==> src/rtl/rf_arb_pkg.sv <==
// Shared types and sizes for the register-file write arbiter.
// The optional fairness state machine is enabled with RFWB_FAIRNESS_EN.
package rf_arb_pkg;
  localparam int XLEN       = 32;
  localparam int REG_ADDR_W = 5;
  localparam int NUM_REGS   = 32;

  typedef enum logic [1:0] {
    IDLE  = 2'd0,
    WAIT  = 2'd1,
    FORCE = 2'd2
  } arb_state_e;

  typedef struct packed {
    logic [REG_ADDR_W-1:0] addr;
    logic [XLEN-1:0]       data;
  } wr_req_t;
endpackage

==> src/rtl/regfile_write_arbiter_if.sv <==
// Bus bundle between the pipeline/MDU (master) and the write arbiter (slave).
// Optional fairness (RFWB_FAIRNESS_EN) only changes STALL behaviour, not the bundle.
interface regfile_write_arbiter_if;
  import rf_arb_pkg::*;

  logic                  WB_VALID;
  logic [REG_ADDR_W-1:0] WB_ADDR;
  logic [XLEN-1:0]       WB_DATA;
  // MDU handshake: a result transfers in every cycle where MDU_VALID and MDU_READY
  // are both high; the master holds VALID/ADDR/DATA stable until that cycle.
  logic                  MDU_VALID;
  logic [REG_ADDR_W-1:0] MDU_ADDR;
  logic [XLEN-1:0]       MDU_DATA;
  logic                  MDU_READY;
  logic                  MDU_ISSUE;
  logic [REG_ADDR_W-1:0] MDU_ISSUE_ADDR;
  logic [REG_ADDR_W-1:0] RS1;
  logic [REG_ADDR_W-1:0] RS2;
  logic                  RS1_BUSY;
  logic                  RS2_BUSY;
  logic                  STALL;
  logic                  WRITEENABLE;
  logic [REG_ADDR_W-1:0] WRITEADDRESS;
  logic [XLEN-1:0]       WRITEDATA;

  modport master (
    output WB_VALID, WB_ADDR, WB_DATA, MDU_VALID, MDU_ADDR, MDU_DATA,
           MDU_ISSUE, MDU_ISSUE_ADDR, RS1, RS2,
    input  MDU_READY, RS1_BUSY, RS2_BUSY, STALL, WRITEENABLE, WRITEADDRESS, WRITEDATA
  );

  modport slave (
    input  WB_VALID, WB_ADDR, WB_DATA, MDU_VALID, MDU_ADDR, MDU_DATA,
           MDU_ISSUE, MDU_ISSUE_ADDR, RS1, RS2,
    output MDU_READY, RS1_BUSY, RS2_BUSY, STALL, WRITEENABLE, WRITEADDRESS, WRITEDATA
  );
endinterface

==> src/rtl/rf_arb_fifo.sv <==
// Circular FIFO holding MDU results until the write port is free.
// DEPTH must be a power of two so the pointers wrap naturally.
module rf_arb_fifo #(
  parameter int DEPTH = 2,
  parameter int WIDTH = 37
) (
  input  logic                   clk,
  input  logic                   rst_n,
  input  logic                   push,
  input  logic [WIDTH-1:0]       push_data,
  input  logic                   pop,
  output logic [WIDTH-1:0]       head,
  output logic                   full,
  output logic                   empty,
  output logic [$clog2(DEPTH):0] count
);
  localparam int PW = $clog2(DEPTH);
  localparam logic [PW:0] FULL_CNT = (PW+1)'(DEPTH);

  logic [WIDTH-1:0] mem [DEPTH];
  logic [PW-1:0]    wr_ptr, rd_ptr;
  logic [PW:0]      count_q;
  logic             do_push, do_pop;

  assign full    = (count_q == FULL_CNT);
  assign empty   = (count_q == '0);
  assign count   = count_q;
  assign head    = mem[rd_ptr];
  assign do_push = push && !full;
  assign do_pop  = pop && !empty;

  always_ff @(posedge clk or negedge rst_n) begin
    if (!rst_n) begin
      wr_ptr  <= '0;
      rd_ptr  <= '0;
      count_q <= '0;
    end else begin
      if (do_push) wr_ptr <= wr_ptr + PW'(1);
      if (do_pop)  rd_ptr <= rd_ptr + PW'(1);
      case ({do_push, do_pop})
        2'b10:   count_q <= count_q + (PW+1)'(1);
        2'b01:   count_q <= count_q - (PW+1)'(1);
        default: count_q <= count_q;
      endcase
    end
  end

  // Storage needs no reset: an entry is only visible once count covers it.
  always_ff @(posedge clk) begin
    if (do_push) mem[wr_ptr] <= push_data;
  end
endmodule

==> src/rtl/regfile_write_arbiter.sv <==
// Arbitrates the single register-file write port between pipeline writeback and
// queued MDU results; tracks pending MDU destinations. Fairness: RFWB_FAIRNESS_EN.
module regfile_write_arbiter
  import rf_arb_pkg::*;
#(
  parameter int FIFO_DEPTH   = 2,
  parameter int STARVE_LIMIT = 4
) (
  input  logic                    CLK,
  input  logic                    RESET,
  regfile_write_arbiter_if.slave  bus,
  output arb_state_e              dbg_state
);
  localparam int CW = $clog2(FIFO_DEPTH) + 1;
  localparam bit CFG_OK = (FIFO_DEPTH >= 2) && ((FIFO_DEPTH & (FIFO_DEPTH - 1)) == 0)
                          && (STARVE_LIMIT >= 1);

  if (!CFG_OK) begin : g_bad_cfg
    $error("regfile_write_arbiter: FIFO_DEPTH must be a power of two >= 2, STARVE_LIMIT >= 1");
  end

  wr_req_t               mdu_req, fifo_head;
  logic                  fifo_full, fifo_empty;
  logic [CW-1:0]         fifo_count;
  logic                  wb_req, mdu_push, head_valid;
  logic                  grant_wb, grant_mdu, force_active;
  logic                  we_q;
  logic [REG_ADDR_W-1:0] waddr_q;
  logic [XLEN-1:0]       wdata_q;
  logic [NUM_REGS-1:0]   busy_q, busy_n;

  // Address 0 is never a real write, so such requests are simply dropped.
  assign wb_req     = bus.WB_VALID && (bus.WB_ADDR != '0);
  assign mdu_push   = bus.MDU_VALID && !fifo_full && (bus.MDU_ADDR != '0);
  assign mdu_req    = '{addr: bus.MDU_ADDR, data: bus.MDU_DATA};
  assign head_valid = !fifo_empty;

  assign grant_mdu  = head_valid && (!wb_req || force_active);
  assign grant_wb   = wb_req && !force_active;

  assign bus.MDU_READY = (fifo_count < CW'(FIFO_DEPTH));

  rf_arb_fifo #(
    .DEPTH (FIFO_DEPTH),
    .WIDTH ($bits(wr_req_t))
  ) u_fifo (
    .clk       (CLK),
    .rst_n     (RESET),
    .push      (mdu_push),
    .push_data (mdu_req),
    .pop       (grant_mdu),
    .head      (fifo_head),
    .full      (fifo_full),
    .empty     (fifo_empty),
    .count     (fifo_count)
  );

  // A re-issue to the same register must win over the clear from its older result.
  always_comb begin
    busy_n = busy_q;
    if (grant_mdu) busy_n[fifo_head.addr] = 1'b0;
    if (bus.MDU_ISSUE && (bus.MDU_ISSUE_ADDR != '0)) busy_n[bus.MDU_ISSUE_ADDR] = 1'b1;
    busy_n[0] = 1'b0;
  end

  always_ff @(posedge CLK or negedge RESET) begin
    if (!RESET) begin
      we_q    <= 1'b0;
      waddr_q <= '0;
      wdata_q <= '0;
      busy_q  <= '0;
    end else begin
      we_q   <= grant_wb || grant_mdu;
      busy_q <= busy_n;
      if (grant_mdu) begin
        waddr_q <= fifo_head.addr;
        wdata_q <= fifo_head.data;
      end else if (grant_wb) begin
        waddr_q <= bus.WB_ADDR;
        wdata_q <= bus.WB_DATA;
      end else begin
        waddr_q <= '0;
        wdata_q <= '0;
      end
    end
  end

  assign bus.WRITEENABLE  = we_q;
  assign bus.WRITEADDRESS = waddr_q;
  assign bus.WRITEDATA    = wdata_q;
  assign bus.RS1_BUSY     = busy_q[bus.RS1];
  assign bus.RS2_BUSY     = busy_q[bus.RS2];

`ifdef RFWB_FAIRNESS_EN
  localparam int SCW = $clog2(STARVE_LIMIT + 1);
  localparam logic [SCW-1:0] LIMIT = SCW'(STARVE_LIMIT);

  arb_state_e     state_q, state_n;
  logic [SCW-1:0] starve_q, starve_n;
  logic           stall_q;

  assign force_active = (state_q == FORCE);

  // starve counts consecutive cycles the head has been passed over.
  always_comb begin
    state_n  = state_q;
    starve_n = starve_q;
    case (state_q)
      IDLE: begin
        if (head_valid && !grant_mdu) begin
          starve_n = SCW'(1);
          state_n  = (starve_n >= LIMIT) ? FORCE : WAIT;
        end
      end
      WAIT: begin
        if (grant_mdu) begin
          state_n  = IDLE;
          starve_n = '0;
        end else begin
          starve_n = starve_q + SCW'(1);
          if (starve_n >= LIMIT) state_n = FORCE;
        end
      end
      FORCE: begin
        state_n  = IDLE;
        starve_n = '0;
      end
      default: begin
        state_n  = IDLE;
        starve_n = '0;
      end
    endcase
  end

  always_ff @(posedge CLK or negedge RESET) begin
    if (!RESET) begin
      state_q  <= IDLE;
      starve_q <= '0;
      stall_q  <= 1'b0;
    end else begin
      state_q  <= state_n;
      starve_q <= starve_n;
      stall_q  <= (state_n == FORCE);
    end
  end

  assign bus.STALL = stall_q;
  assign dbg_state = state_q;
`else
  assign force_active = 1'b0;
  assign bus.STALL    = 1'b0;
  assign dbg_state    = IDLE;
`endif
endmodule

==> src/flat_wrapper.sv <==
// flat-port wrapper written by rule: the top's interface ports become plain ports
module regfile_write_arbiter_flat import rf_arb_pkg::*;
#(
  parameter int FIFO_DEPTH   = 2,
  parameter int STARVE_LIMIT = 4
)
  (CLK, RESET, dbg_state, bus_WB_VALID, bus_WB_ADDR, bus_WB_DATA, bus_MDU_VALID, bus_MDU_ADDR, bus_MDU_DATA, bus_MDU_ISSUE, bus_MDU_ISSUE_ADDR, bus_RS1, bus_RS2, bus_MDU_READY, bus_RS1_BUSY, bus_RS2_BUSY, bus_STALL, bus_WRITEENABLE, bus_WRITEADDRESS, bus_WRITEDATA);
  regfile_write_arbiter_if bus_i ();
  input  logic CLK;
  input  logic RESET;
  output arb_state_e dbg_state;
  input wire logic [$bits(bus_i.WB_VALID)-1:0] bus_WB_VALID;
  input wire logic [$bits(bus_i.WB_ADDR)-1:0] bus_WB_ADDR;
  input wire logic [$bits(bus_i.WB_DATA)-1:0] bus_WB_DATA;
  input wire logic [$bits(bus_i.MDU_VALID)-1:0] bus_MDU_VALID;
  input wire logic [$bits(bus_i.MDU_ADDR)-1:0] bus_MDU_ADDR;
  input wire logic [$bits(bus_i.MDU_DATA)-1:0] bus_MDU_DATA;
  input wire logic [$bits(bus_i.MDU_ISSUE)-1:0] bus_MDU_ISSUE;
  input wire logic [$bits(bus_i.MDU_ISSUE_ADDR)-1:0] bus_MDU_ISSUE_ADDR;
  input wire logic [$bits(bus_i.RS1)-1:0] bus_RS1;
  input wire logic [$bits(bus_i.RS2)-1:0] bus_RS2;
  output wire logic [$bits(bus_i.MDU_READY)-1:0] bus_MDU_READY;
  output wire logic [$bits(bus_i.RS1_BUSY)-1:0] bus_RS1_BUSY;
  output wire logic [$bits(bus_i.RS2_BUSY)-1:0] bus_RS2_BUSY;
  output wire logic [$bits(bus_i.STALL)-1:0] bus_STALL;
  output wire logic [$bits(bus_i.WRITEENABLE)-1:0] bus_WRITEENABLE;
  output wire logic [$bits(bus_i.WRITEADDRESS)-1:0] bus_WRITEADDRESS;
  output wire logic [$bits(bus_i.WRITEDATA)-1:0] bus_WRITEDATA;
  assign bus_i.WB_VALID = bus_WB_VALID;
  assign bus_i.WB_ADDR = bus_WB_ADDR;
  assign bus_i.WB_DATA = bus_WB_DATA;
  assign bus_i.MDU_VALID = bus_MDU_VALID;
  assign bus_i.MDU_ADDR = bus_MDU_ADDR;
  assign bus_i.MDU_DATA = bus_MDU_DATA;
  assign bus_i.MDU_ISSUE = bus_MDU_ISSUE;
  assign bus_i.MDU_ISSUE_ADDR = bus_MDU_ISSUE_ADDR;
  assign bus_i.RS1 = bus_RS1;
  assign bus_i.RS2 = bus_RS2;
  assign bus_MDU_READY = bus_i.MDU_READY;
  assign bus_RS1_BUSY = bus_i.RS1_BUSY;
  assign bus_RS2_BUSY = bus_i.RS2_BUSY;
  assign bus_STALL = bus_i.STALL;
  assign bus_WRITEENABLE = bus_i.WRITEENABLE;
  assign bus_WRITEADDRESS = bus_i.WRITEADDRESS;
  assign bus_WRITEDATA = bus_i.WRITEDATA;
  regfile_write_arbiter #(.FIFO_DEPTH(FIFO_DEPTH), .STARVE_LIMIT(STARVE_LIMIT)) u_core (.CLK(CLK), .RESET(RESET), .bus(bus_i), .dbg_state(dbg_state));
endmodule
==> config.mk <==
export PLATFORM = sky130hd
export DESIGN_NAME = regfile_write_arbiter_flat
export DESIGN_NICKNAME = d
export VERILOG_FILES = /design/src/rtl/rf_arb_pkg.sv /design/src/rtl/regfile_write_arbiter_if.sv /design/src/rtl/rf_arb_fifo.sv /design/src/rtl/regfile_write_arbiter.sv /design/src/flat_wrapper.sv
export SDC_FILE = /design/constraint.sdc
export NUM_CORES = 1
export LEC_CHECK = 0
export CAP_MARGIN = 20
export CELL_PAD_IN_SITES_DETAIL_PLACEMENT = 0
export CELL_PAD_IN_SITES_GLOBAL_PLACEMENT = 1
export CORE_ASPECT_RATIO = 0.7
export CORE_UTILIZATION = 40
export CTS_BUF_LIST = sky130_fd_sc_hd__clkbuf_16
export CTS_CLUSTER_DIAMETER = 50
export DETAILED_ROUTE_END_ITERATION = 8
export MAX_ROUTING_LAYER = met4
export PLACE_DENSITY = 0.77
export SYNTH_ARGS = -nofsm -noshare
export SYNTH_HDL_FRONTEND = slang
export SYNTH_SLANG_ARGS = --single-unit
==> constraint.sdc <==
create_clock -name CLK -period 4.8 [get_ports CLK]
set_input_delay 0.96 -clock CLK [delete_from_list [all_inputs] [get_ports CLK]]
set_output_delay 0.96 -clock CLK [all_outputs]
set_load 0.01 [all_outputs]
# Yosys cells after proc, flatten, opt, wreduce, memory -nomap -nowiden

Memory sizes are Yosys's and may differ from the RTL's.
Index checks and enable logic that the tools add are counted.

Flip-flop bits (word level): 73
Bits in latches: 0
RAM bits: 74
Memory bits (read-only): 0
Input port bits: 94
Output and inout bits: 44
Logic and storage cells: 60
Memories kept: 1

Memories:

| name              | depth | bits a word | read ports | clocked after memory_dff | write ports | line              | RTL |
|---|---|---|---|---|---|---|---|
| u_core.u_fifo.mem | 2     | 37          | 1          | 0                        | 1           | rf_arb_fifo.sv:20 | `logic [WIDTH-1:0] mem [DEPTH];` |

$add $sub $neg: 4
Multipliers: 0
Divide/modulo/power cells: 0
Magnitude comparators: 7
Equality and inequality tests: 3
Shift-type cells: 0
Mux-type cells: 17
Bitwise operators: 3
Reduce and logical (&&, ||, !) cells: 18

Operators with widths:

| kind                                                                  | count |
|---|---|
| 32-bit two-way mux                                                    | 4 |
| 32-bit bitwise AND                                                    | 1 |
| 32-bit inverter                                                       | 1 |
| 32-bit OR                                                             | 1 |
| 5-bit by 6-bit < comparator with 1-bit output, second input constant  | 4 |
| 5-bit nonzero test                                                    | 3 |
| 1-bit binary-select mux with 5-bit select                             | 2 |
| 1-bit demux with 5-bit select                                         | 2 |
| 5-bit by 1-bit >= comparator with 1-bit output, second input constant | 2 |
| 5-bit two-way mux                                                     | 2 |
| 1-bit logical AND                                                     | 9 |
| 1-bit two-way mux                                                     | 6 |
| 2-bit equality test, second input constant                            | 2 |
| 2-bit case mux with 2 select lines                                    | 1 |
| 1-bit logical NOT                                                     | 3 |
| 1-bit adder, second input constant                                    | 2 |
| 2-bit by 1-bit adder with 2-bit output, second input constant         | 1 |
| 2-bit by 1-bit equality test with 1-bit output, second input constant | 1 |
| 2-bit logical NOT                                                     | 1 |
| 2-bit < comparator, second input constant                             | 1 |
| 2-bit nonzero test                                                    | 1 |
| 2-bit by 1-bit subtractor with 2-bit output, second input constant    | 1 |
| 1-bit logical OR                                                      | 1 |

# Depth between registers and ports, before layout

An unclocked memory read counts as a cell.

Word-level depth: 10
Mapped depth: 9
Gate-level depth less buffers: 8

# By module

A second synthesis with hierarchy kept.

Cells, all modules: 505
Area total of the unflattened synthesis: 6577.6 um^2

By module, submodules not included:

| module                | times used | cells each | area an instance (um^2) | seq. area each (um^2) |
|---|---|---|---|---|
| regfile_write_arbiter | 1          | 372        | 3628.5                  | 1726.7 |
| rf_arb_fifo           | 1          | 133        | 2949.1                  | 2322.2 |

# Least setup slack after synthesis

No wires, ideal clock.

Path type: input-to-reg
From: in bus_MDU_ADDR[3]
To: mem u_core.u_fifo.mem[0][0], enable pin
Library setup time: 431 ps
Arrival: 2835 ps
Required time: 4369 ps
Slack: 1534 ps
Stages on the path: 3
Path buffers: 0
Cells stage by stage: or4_1 -> o221ai_1 -> nor2_1

Word-level cells in the longest chain between the ends: 5

RTL lines:

| element                                 | line                        | RTL |
|---|---|---|
| start, declared                         | flat_wrapper.sv:16          | `input wire logic [$bits(bus_i.MDU_ADDR)-1:0] bus_MDU_ADDR;` |
| 5-bit nonzero test                      | regfile_write_arbiter.sv:34 | `assign mdu_push = bus.MDU_VALID && !fifo_full && (bus.MDU_ADDR != '0);` |
| 1-bit logical AND                       | regfile_write_arbiter.sv:34 |  |
| 1-bit logical AND                       | rf_arb_fifo.sv:29           | `assign do_push = push && !full;` |
| 1-bit two-way mux                       | rf_arb_fifo.sv:50           | `if (do_push) mem[wr_ptr] <= push_data;` |
| 1-bit two-way mux (not written as such) | rf_arb_fifo.sv:50           |  |
| end, declared                           | rf_arb_fifo.sv:20           |  |

Every way passes these cells.

# Worst setup path after layout

From: in bus_RS1[0]
To: out bus_RS1_BUSY

Word-level cells in the longest chain between the ends: 2

RTL lines:

| element                                   | line                        | RTL |
|---|---|---|
| start, declared                           | flat_wrapper.sv:20          | `input wire logic [$bits(bus_i.RS1)-1:0] bus_RS1;` |
| 1-bit binary-select mux with 5-bit select | regfile_write_arbiter.sv:91 | `assign bus.RS1_BUSY = busy_q[bus.RS1];` |
| 1-bit two-way mux (not written as such)   | regfile_write_arbiter.sv:91 |  |
| end, declared                             | flat_wrapper.sv:23          | `output wire logic [$bits(bus_i.RS1_BUSY)-1:0] bus_RS1_BUSY;` |

Every way passes these cells. The select of a mux whose other input is x is not followed.

==> key figures <==
Die
  – Ports: 138
  – Die area: 0.01659 mm²
  – Core Rows: 38
  – Core Footprint: 0.01560 mm²
  – Die Ht: 108.1 µm
  – Initial Util: 41.22%
  – Die W: 153.5 µm

STA
  – # setup viols final: 0
  – Fin crit share: 83.78%
  – Clock Skews: 0.01083 ns
  – Setup ws final: 0.7786 ns
  – Worst-Margin Slew: 1.044 ns
  – Fin Setup TNS: 0 ns
  – Fin. max-slew vios: 0
  – FMAX: 0.2487 GHz
  – Fin crit period: 4.021 ns
  – Final Hold Vio Count: 0
  – Slew HR: 30.39%
  – RSZ-0062 raised after global routing: false

Power
  – Cell area power density: 548.5 mW/mm²
  – Psw: 1.586 mW
  – Logic pwr share: 29.9%
  – Power share of the clock group: 26.5%
  – Power consumption: 4.640 mW
  – Peak supply drop: 0.0002446 V
  – Share of power burned in registers: 43.7%
  – Leakage: 3.315 nW
  – Switching power share of the total: 34.19%
  – Pint: 3.054 mW

Final layout
  – Layout cell share with drive strength beyond 1: 8.268%
  – Area of the multi-input gates: 0.002197 mm²
  – Fillers: 1317
  – NumNets Final: 723
  – Antenna fix cells: 0
  – Syn-to-layout area delta: 31.61%
  – Commonest cells after routing, fill and taps aside: 133 x clkdlybuf4s50_1, 101 x nand2_1, 74 x edfxtp_1
  – Most common cell after layout, fill and taps aside: clkdlybuf4s50_1
  – Register area: 0.004050 mm²
  – Final instance area: 0.008461 mm²

Drt
  – Routed vias: 4576
  – Wirelength per Cell: 19.02 µm
  – DRC viols: 0
  – Pre-antenna DRT Iters: 4
  – Post-route ant nets: 0
  – 1st-iter DRT viols: 415
  – Via density per instance: 5.441
  – Drt total wl: 16000 µm

Yosys
  – Synth unique cells: 40
  – Post-Synthesis Cell Area: 0.006429 mm²
  – Synth warnings: 0
  – Post-synthesis sequential area ratio: 62.98%
  – Register bit total from synthesis: 147
  – Cells after Synth: 503
  – Post-synthesis area per instance: 12.78 µm²

Clock tree
  – Num CTS Buffers: 17
  – CTS tree: yes
  – Worst skew pair latency: 0.42 ns
  – Hold_buf cts: 0
  – Setup Buffers After CTS: 0
  – Post-CTS Resized: 0
  – Clk root buf: clkbuf_16
  – Max Buffers Root-to-Sink: 2
  – H-tree depth: 4
  – Clock sinks: 147
  – Worst-path clk slew: 0.06 ns

Place
  – Placed Area: 0.007885 mm²
  – Buffers added on ports: 134
  – Post-Place Worst Slack: 0.7657 ns
  – Placer's final routability congestion estimate: 0.8269
  – DP Wirelength: 10770 µm

Critical path
  – Crit path from: bus_RS1[0]
  – R2r worst-path depth: 4
  – Worst reg2reg setup slack: 2.43 ns
  – Worst EP required: 3.84 ns
  – Reg2Reg Capture Point: u_core.busy_q[16]
  – Setup CP Type: in -> out
  – Critical path endpoint: bus_RS1_BUSY
  – Worst Setup Start Kind: input pin
  – Worst-path maximum fanout: 7
  – Worst Path Arrival: 3.06 ns
  – Origin of the critical flop-to-flop path: u_core.u_fifo.rd_ptr
  – Critical path endpoint category: output pin

Global routing
  – GRT Resource Usage Total: 20.89%
  – Antenna violations before repair: 0
  – Pin count of the biggest net entering global routing: 98
  – Vias in the first global route: 4405
  – First-pass GRT wire length: 24960 µm
  – Grt ovf: 0

Status
  – Outcome: finished, final reports clean

Hold path
  – Worst hold path class: in -> async

Flow run
  – Max cap viols: 0
## state kept, by name, summed over array words and instances (netlist names)
name / cells
u_core.bus.WRITEADDRESS: 5
u_core.busy_q: 31
u_core.u_fifo.wr_ptr: 1
u_core.bus.WRITEDATA: 32
u_core.u_fifo.count: 2
u_core.u_fifo.rd_ptr: 1
u_core.bus.WRITEENABLE: 1
u_core.u_fifo.mem: 74
## power by group through the flow
stage               clock (mW)  sequential, mW  combinational, mW
CTS                       1.25            2.02               1.39
global route              1.31            2.06               1.51
finish                    1.23            2.03               1.39
floorplan                    0            1.94              0.854
detailed placement           0            2.04               1.39
global placement             0            2.04               1.36
## layout make-up
cell class              count  share of cell area, %
repair buffers            139                  16.50
clock buffers              17                  5.028
multi-input cells         318                  25.97
inverters                   5                 0.2218
flip-flops and latches    147                  47.87
clock inverters            15                  1.449
well taps                 200                  2.958
## stage by stage
stage          utilization [%]  std cells  hold slack [ns]
6_report                 54.25        841           0.3778
5_1_grt                  54.25        841           0.3668
4_1_cts                  54.08        840           0.5561
3_5_place_dp             50.56        808           0.5431
3_3_place_gp             50.56        808           0.5339
2_1_floorplan                -        505           0.4681
## Yosys cell counts (all sizes together)
cell	number	area [µm²]
and3b	3	26.28
a21o	1	7.510
buf	21	148.9
o21a	1	7.510
inv	5	18.77
a31oi	1	6.260
or4	2	15.01
nor3	3	15.01
clkbuf	14	52.55
nand3	16	80.08
mux4	6	135.1
nand2b	7	43.79
a211oi	2	15.01
o21ai	3	15.01
o221ai	1	8.760
ha	1	12.51
nor2	10	37.54
a41oi	1	8.760
nand2	101	379.1
mux2i	55	550.5
and3	2	12.51
a22oi	4	30.03
o41ai	29	261.5
nand4	2	12.51
or2	1	6.260
edfxtp	74	2222
o211ai	2	15.01
mux2	4	45.04
xnor2	5	43.79
conb	1	3.750
o2111ai	2	17.52
o31ai	33	247.7
nor2b	4	25.02
nor3b	4	30.03
a21oi	9	45.04
dfrtp	73	1827
## how the worst min path moves through the flow
stage                                     to  slack [ns]  depth (start not counted)
detailed placement      u_core.u_fifo.wr_ptr        0.54                          1
floorplan               u_core.u_fifo.wr_ptr        0.47                          1
finish              u_core.bus.WRITEDATA[26]        0.38                          1
CTS                     u_core.u_fifo.wr_ptr        0.56                          1
global route        u_core.bus.WRITEDATA[17]        0.37                          1
global placement        u_core.u_fifo.wr_ptr        0.53                          1
## worst max-delay path: stages
cell	delay [ns]
clkdlybuf4s50_1	0.66
mux4_2	0.53
nand2b_1	0.15
o211ai_1	0.13
nand4_1	0.13
clkdlybuf4s50_1	0.50
## cells by family (layout without fill, tap and decap cells)
logic type	Yosys count	after routing	synth area share, %
compound gates	89	89	10.67
xor+xnor	5	5	0.6812
fa+ha+maj	1	1	0.1946
buf+inv	40	176	3.426
flops	147	147	62.98
mux	65	65	11.37
other cells	1	3	0.05833
simple gates	155	155	10.63
## metal layers
layer / vias up / global-route usage, % / wire length, µm
met2: 194 / 28.90 / 6922
met4: 0 / 7.143 / 222
met1: 2229 / 29.85 / 7702
met3: 15 / 5.130 / 1149
met5: - / - / 0
li1: 2138 / - / -
Power figures use the tool's default switching activity.
==> RTL change 1: new RTL, config.mk and constraints unchanged <==
The package constant `REG_ADDR_W` goes from 5 to 6.
--- a/src/rtl/rf_arb_pkg.sv
+++ b/src/rtl/rf_arb_pkg.sv
@@ -4,3 +4,3 @@
   localparam int XLEN       = 32;
-  localparam int REG_ADDR_W = 5;
+  localparam int REG_ADDR_W = 6;
   localparam int NUM_REGS   = 32;
Ports: changed (6 resized); port bits go from 138 to 144. The function was not compared with the original's and may differ.
==> RTL change 1 against the original RTL <==
- global-route usage shrank 1.5 points
- cell area rose by 4.7%
- total power fell by 6.9%
- non-clock buffer count increased by 4
- area after synthesis grew 4.2%
- wire length is 1.2% lower
- setup slack lost 0.031 ns
- critical path depth did not move
- synthesized cell count increased by 1.4%
- sequential cell count increased by 3
- critical path type unchanged
- largest power group unchanged
==> RTL change 1: results (changes against the original RTL) <==
vias in the first global route = 4498 (+2.1%)
initial antenna violation count = 0 (unchanged)
share of layout cells above drive strength 1 = 14.8% (+6.6 points)
H-Tree Depth = 4 (unchanged)
Synth Area in Adders = 0.187% (-0.0079 points)
Synth Area in XOR/XNOR = 0.766% (+0.084 points)
Unique masters post-synth = 48 (+20%)
crit-path max cell delay = 0.67 ns
final net count = 748 (+3.5%)
fill count = 1370 (+4.0%)
Post-synth EDFFs = 76 (+2.7%)
total track usage = 19.4% (-1.5 points)
sequential-to-total area share from yosys stat = 61.7% (-1.3 points)
largest net degree at the start of global routing = 75 (-23%)
DRT Pass-1 Iters = 5 (+1)
top cells by area, synth = edfxtp_1 34%, dfrtp_1 28%, mux2i_1 7.8%
async set-reset flop share out of synthesis = 49.3% (-0.33 points)
Post-Place Setup Slack = 0.733 ns (-0.0327 ns)
Routed WL per cell = 17.8 um (-6.2%)
Worst IR Drop VDD = 0.442 mV (+81%)
status = complete, no violations
Worst Hold Class = flip-flop to flip-flop
top cells by instance count after synthesis = 76 x edfxtp_1, 74 x dfrtp_1, 74 x nand2_1
via count = 4584 (+0.17%)
Placement Cell Area = 8270 um^2 (+4.8%)
Synth Area in Compound Gates = 12.6% (+1.9 points)
# port buffers = 138 (+3.0%)
crit path DAT = 3.09 ns (+0.03 ns)
number of gates resized after cts = 0 (unchanged)
Lkg Pwr = 3.62 nW (+9.3%)
Clk pin slew, worst setup/hold paths = 0.07 ns
Clock Skew = 0.0114 ns (+0.000554 ns)
Slew headroom = 34.1% (+3.7 points)
GP Congestion = 0.852 (+3.1%)
post-synthesis mux area share = 10.1% (-1.2 points)
global-route wire length before repair = 24.2 mm (-3.3%)
worst-path maximum fanout = 7 (unchanged)
max FFs per register = 76 (+2.7%)
post-DP HPWL = 11.1 mm (+2.6%)
post-synth top area share = 34.1% (-0.50 points)
Internal = 2.96 mW (-3.2%)
1st-iter DRT viols = 238 (-43%)
[RTL change 1: layout make-up]
| type | instances | area share [%] |
|---|---|---|
| Clock buffer | 17 | 4.80 |
| Clock inverter | 15 | 1.85 |
| Inverter | 32 | 1.36 |
| Multi-Input combinational cell | 304 | 26.1 |
| Sequential cell | 150 | 46.7 |
| Tap cell | 225 | 3.18 |
| Timing Repair Buffer | 143 | 16.0 |
[RTL change 1: worst paths after layout]
| check | cells past startpoint | endpoint | slack, ns | start |
|---|---|---|---|---|
| hold / removal | 2 | u_core.busy_q[26] | 0.50 | u_core.busy_q[26] |
| min in group asynchronous | 1 | u_core.busy_q[11] | 0.69 | RESET |
| max in group asynchronous | 1 | u_core.u_fifo.rd_ptr | 3.39 | RESET |
| setup / recovery | 6 | bus_RS2_BUSY | 0.75 | bus_RS2[0] |
| hold reg to reg | 2 | u_core.busy_q[26] | 0.50 | u_core.busy_q[26] |
| setup reg to reg | 6 | u_core.u_fifo.count[1] | 2.26 | u_core.u_fifo.count[0] |
[RTL change 1: metal layers]
| metal | GRT usage, % | part of all wire (%) |
|---|---|---|
| met1 | 26.3 | 46 |
| met4 | 6.79 | 1.2 |
| met3 | 3.64 | 5.6 |
| met5 | - | 0 |
| met2 | 29.3 | 47 |
[RTL change 1: power by group through the flow]
stage / Combinational, mW / Clock [mW] / Sequential (mW)
3_5_place_dp: 1.24 / 0 / 1.80
3_3_place_gp: 1.22 / 0 / 1.78
4_1_cts: 1.25 / 1.34 / 1.77
6_report: 1.23 / 1.32 / 1.77
2_1_floorplan: 0.736 / 0 / 1.82
5_1_grt: 1.34 / 1.39 / 1.80
[RTL change 1: through the flow]
step                      std cells  util [%]
after floorplan                 512         -
after global placement          854      50.6
after detailed placement        854      50.6
after CTS                       886      54.2
after global routing            886      54.2
final                           886      54.2
==> RTL change 2: new RTL, same settings <==
Made on the original files. Build with the macro `RFWB_FAIRNESS_EN` defined.
--- a/src/rtl/regfile_write_arbiter.sv
+++ b/src/rtl/regfile_write_arbiter.sv
@@ -2,2 +2,4 @@
 // queued MDU results; tracks pending MDU destinations. Fairness: RFWB_FAIRNESS_EN.
+`define RFWB_FAIRNESS_EN
+
 module regfile_write_arbiter
Formal check against the unedited RTL: not equivalent (a bounded check fails within 4 cycles, from zero or initial values and one cycle with RESET low).
==> RTL change 2 against the original RTL <==
- global-route usage decreased by 1.1 points
- largest cell class unchanged
- area after synthesis increased by 3.4%
- hold slack improved by 0.012 ns
- cell area increased by 4.9%
- wire length increased by 0.61%
- clock skew decreased by 0.0015 ns
- via count increased by 1.5%
- setup slack got worse by 0.089 ns
- total power increased by 9.1%
- sequential cell count increased by 6
==> RTL change 2: results (changes against the original RTL) <==
YS warnings = 0 (unchanged)
largest net degree at the start of global routing = 80 (-18%)
share of layout cells above drive strength 1 = 9.38% (+1.1 points)
Clock Skew = 0.00928 ns (-0.00155 ns)
post-DP HPWL = 11.1 mm (+3.4%)
Placement Cell Area = 8170 um^2 (+3.6%)
DRT Pass-1 Iters = 5 (+1)
fill count = 1410 (+7.1%)
crit path DAT = 3.15 ns (+0.09 ns)
global-route wire length before repair = 24.8 mm (-0.61%)
crit-path max cell delay = 0.76 ns (+0.10 ns)
worst-path maximum fanout = 10 (+3)
r2r startpoint = u_core.dbg_state[1]
top cells by area, synth = edfxtp_1 33%, dfrtp_1 30%, mux2i_1 8.1%
final net count = 755 (+4.4%)
Unique masters post-synth = 45 (+13%)
top cells by instance count after synthesis = 106 x nand2_1, 79 x dfrtp_1, 74 x edfxtp_1
async set-reset flop share out of synthesis = 51.6% (+2.0 points)
Worst IR Drop VDD = 0.336 mV (+37%)
sequential-to-total area share from yosys stat = 63.2% (+0.17 points)
Post-synth EDFFs = 74 (unchanged)
via count = 4645 (+1.5%)
GP Congestion = 0.866 (+4.8%)
status = complete, no violations
total track usage = 19.8% (-1.1 points)
1st-iter DRT viols = 333 (-20%)
Worst Hold Class = primary input to asynchronous set/reset pin
# port buffers = 137 (+2.2%)
CP Launch Point = bus_RS2[1]
vias in the first global route = 4570 (+3.7%)
Lkg Pwr = 3.50 nW (+5.5%)
DRT Wirelength = 16.1 mm (+0.61%)
Slew headroom = 20.6% (-9.8 points)
Primary FF master, synth = dfrtp_1
[RTL change 2: cell types whose count changed after synthesis, moves of 5 or more]
cell	delta
dfrtp_1	+6
inv_1	+6
nand2_1	+5
o21ai_0	+26
o21ai_2	+9
o31ai_1	-33
[RTL change 2: per-stage QoR]
stage	total power, mW	std cells	worst slack (ns)
CTS	5.08	894	0.654
global placement	3.57	862	0.695
detailed placement	3.64	862	0.653
global route	5.34	897	0.549
floorplan	2.99	526	1.53
finish	5.06	897	0.690
[RTL change 2: per-layer routing]
layer | global-route usage [%] | share of wire [%] | wire length [um] | vias up
li1 | - | - | - | 2219
met1 | 26.8 | 46 | 7350 | 2288
met2 | 30.6 | 48 | 7790 | 124
met3 | 4.14 | 5.0 | 797 | 14
met4 | 5.11 | 0.98 | 158 | 0
met5 | - | 0 | 0 | -
[RTL change 2: worst paths after layout]
path                                            end  slack (ns)  depth (start not counted)
max                                    bus_RS2_BUSY        0.69                          6
min                        u_core.bus.WRITEDATA[17]        0.39                          1
max reg2reg                  u_core.u_fifo.count[1]        1.93                          7
min reg2reg                u_core.bus.WRITEDATA[28]        0.52                          2
max in group asynchronous      u_core.u_fifo.rd_ptr        3.79                          2
min in group CLK           u_core.bus.WRITEDATA[28]        0.52                          2
[RTL change 2: area by class of cell]
type | instances | area (um^2) | area share (%)
Clock buffer | 17 | 425 | 4.79
Sequential cell | 153 | 4200 | 47.3
Multi-Input combinational cell | 334 | 2270 | 25.5
Inverter | 11 | 41.3 | 0.465
Clock inverter | 15 | 213 | 2.40
Tap cell | 225 | 282 | 3.17
Timing Repair Buffer | 142 | 1450 | 16.3
[RTL change 2: power groups by stage]
stage | logic (mW) | clock network [mW] | registers (mW)
6_report | 1.56 | 1.44 | 2.07
5_1_grt | 1.71 | 1.52 | 2.11
4_1_cts | 1.54 | 1.46 | 2.08
3_5_place_dp | 1.54 | 0 | 2.09
3_3_place_gp | 1.49 | 0 | 2.08
2_1_floorplan | 0.931 | 0 | 2.06
[RTL change 2: kinds of logic after synthesis]
family          share of synthesized area, %
compound gates                          11.2
buf+inv                                 2.99
mux                                     10.7
xor+xnor                               0.903
simple gates                            10.7
flops                                   63.2
fa+ha+maj                              0.376
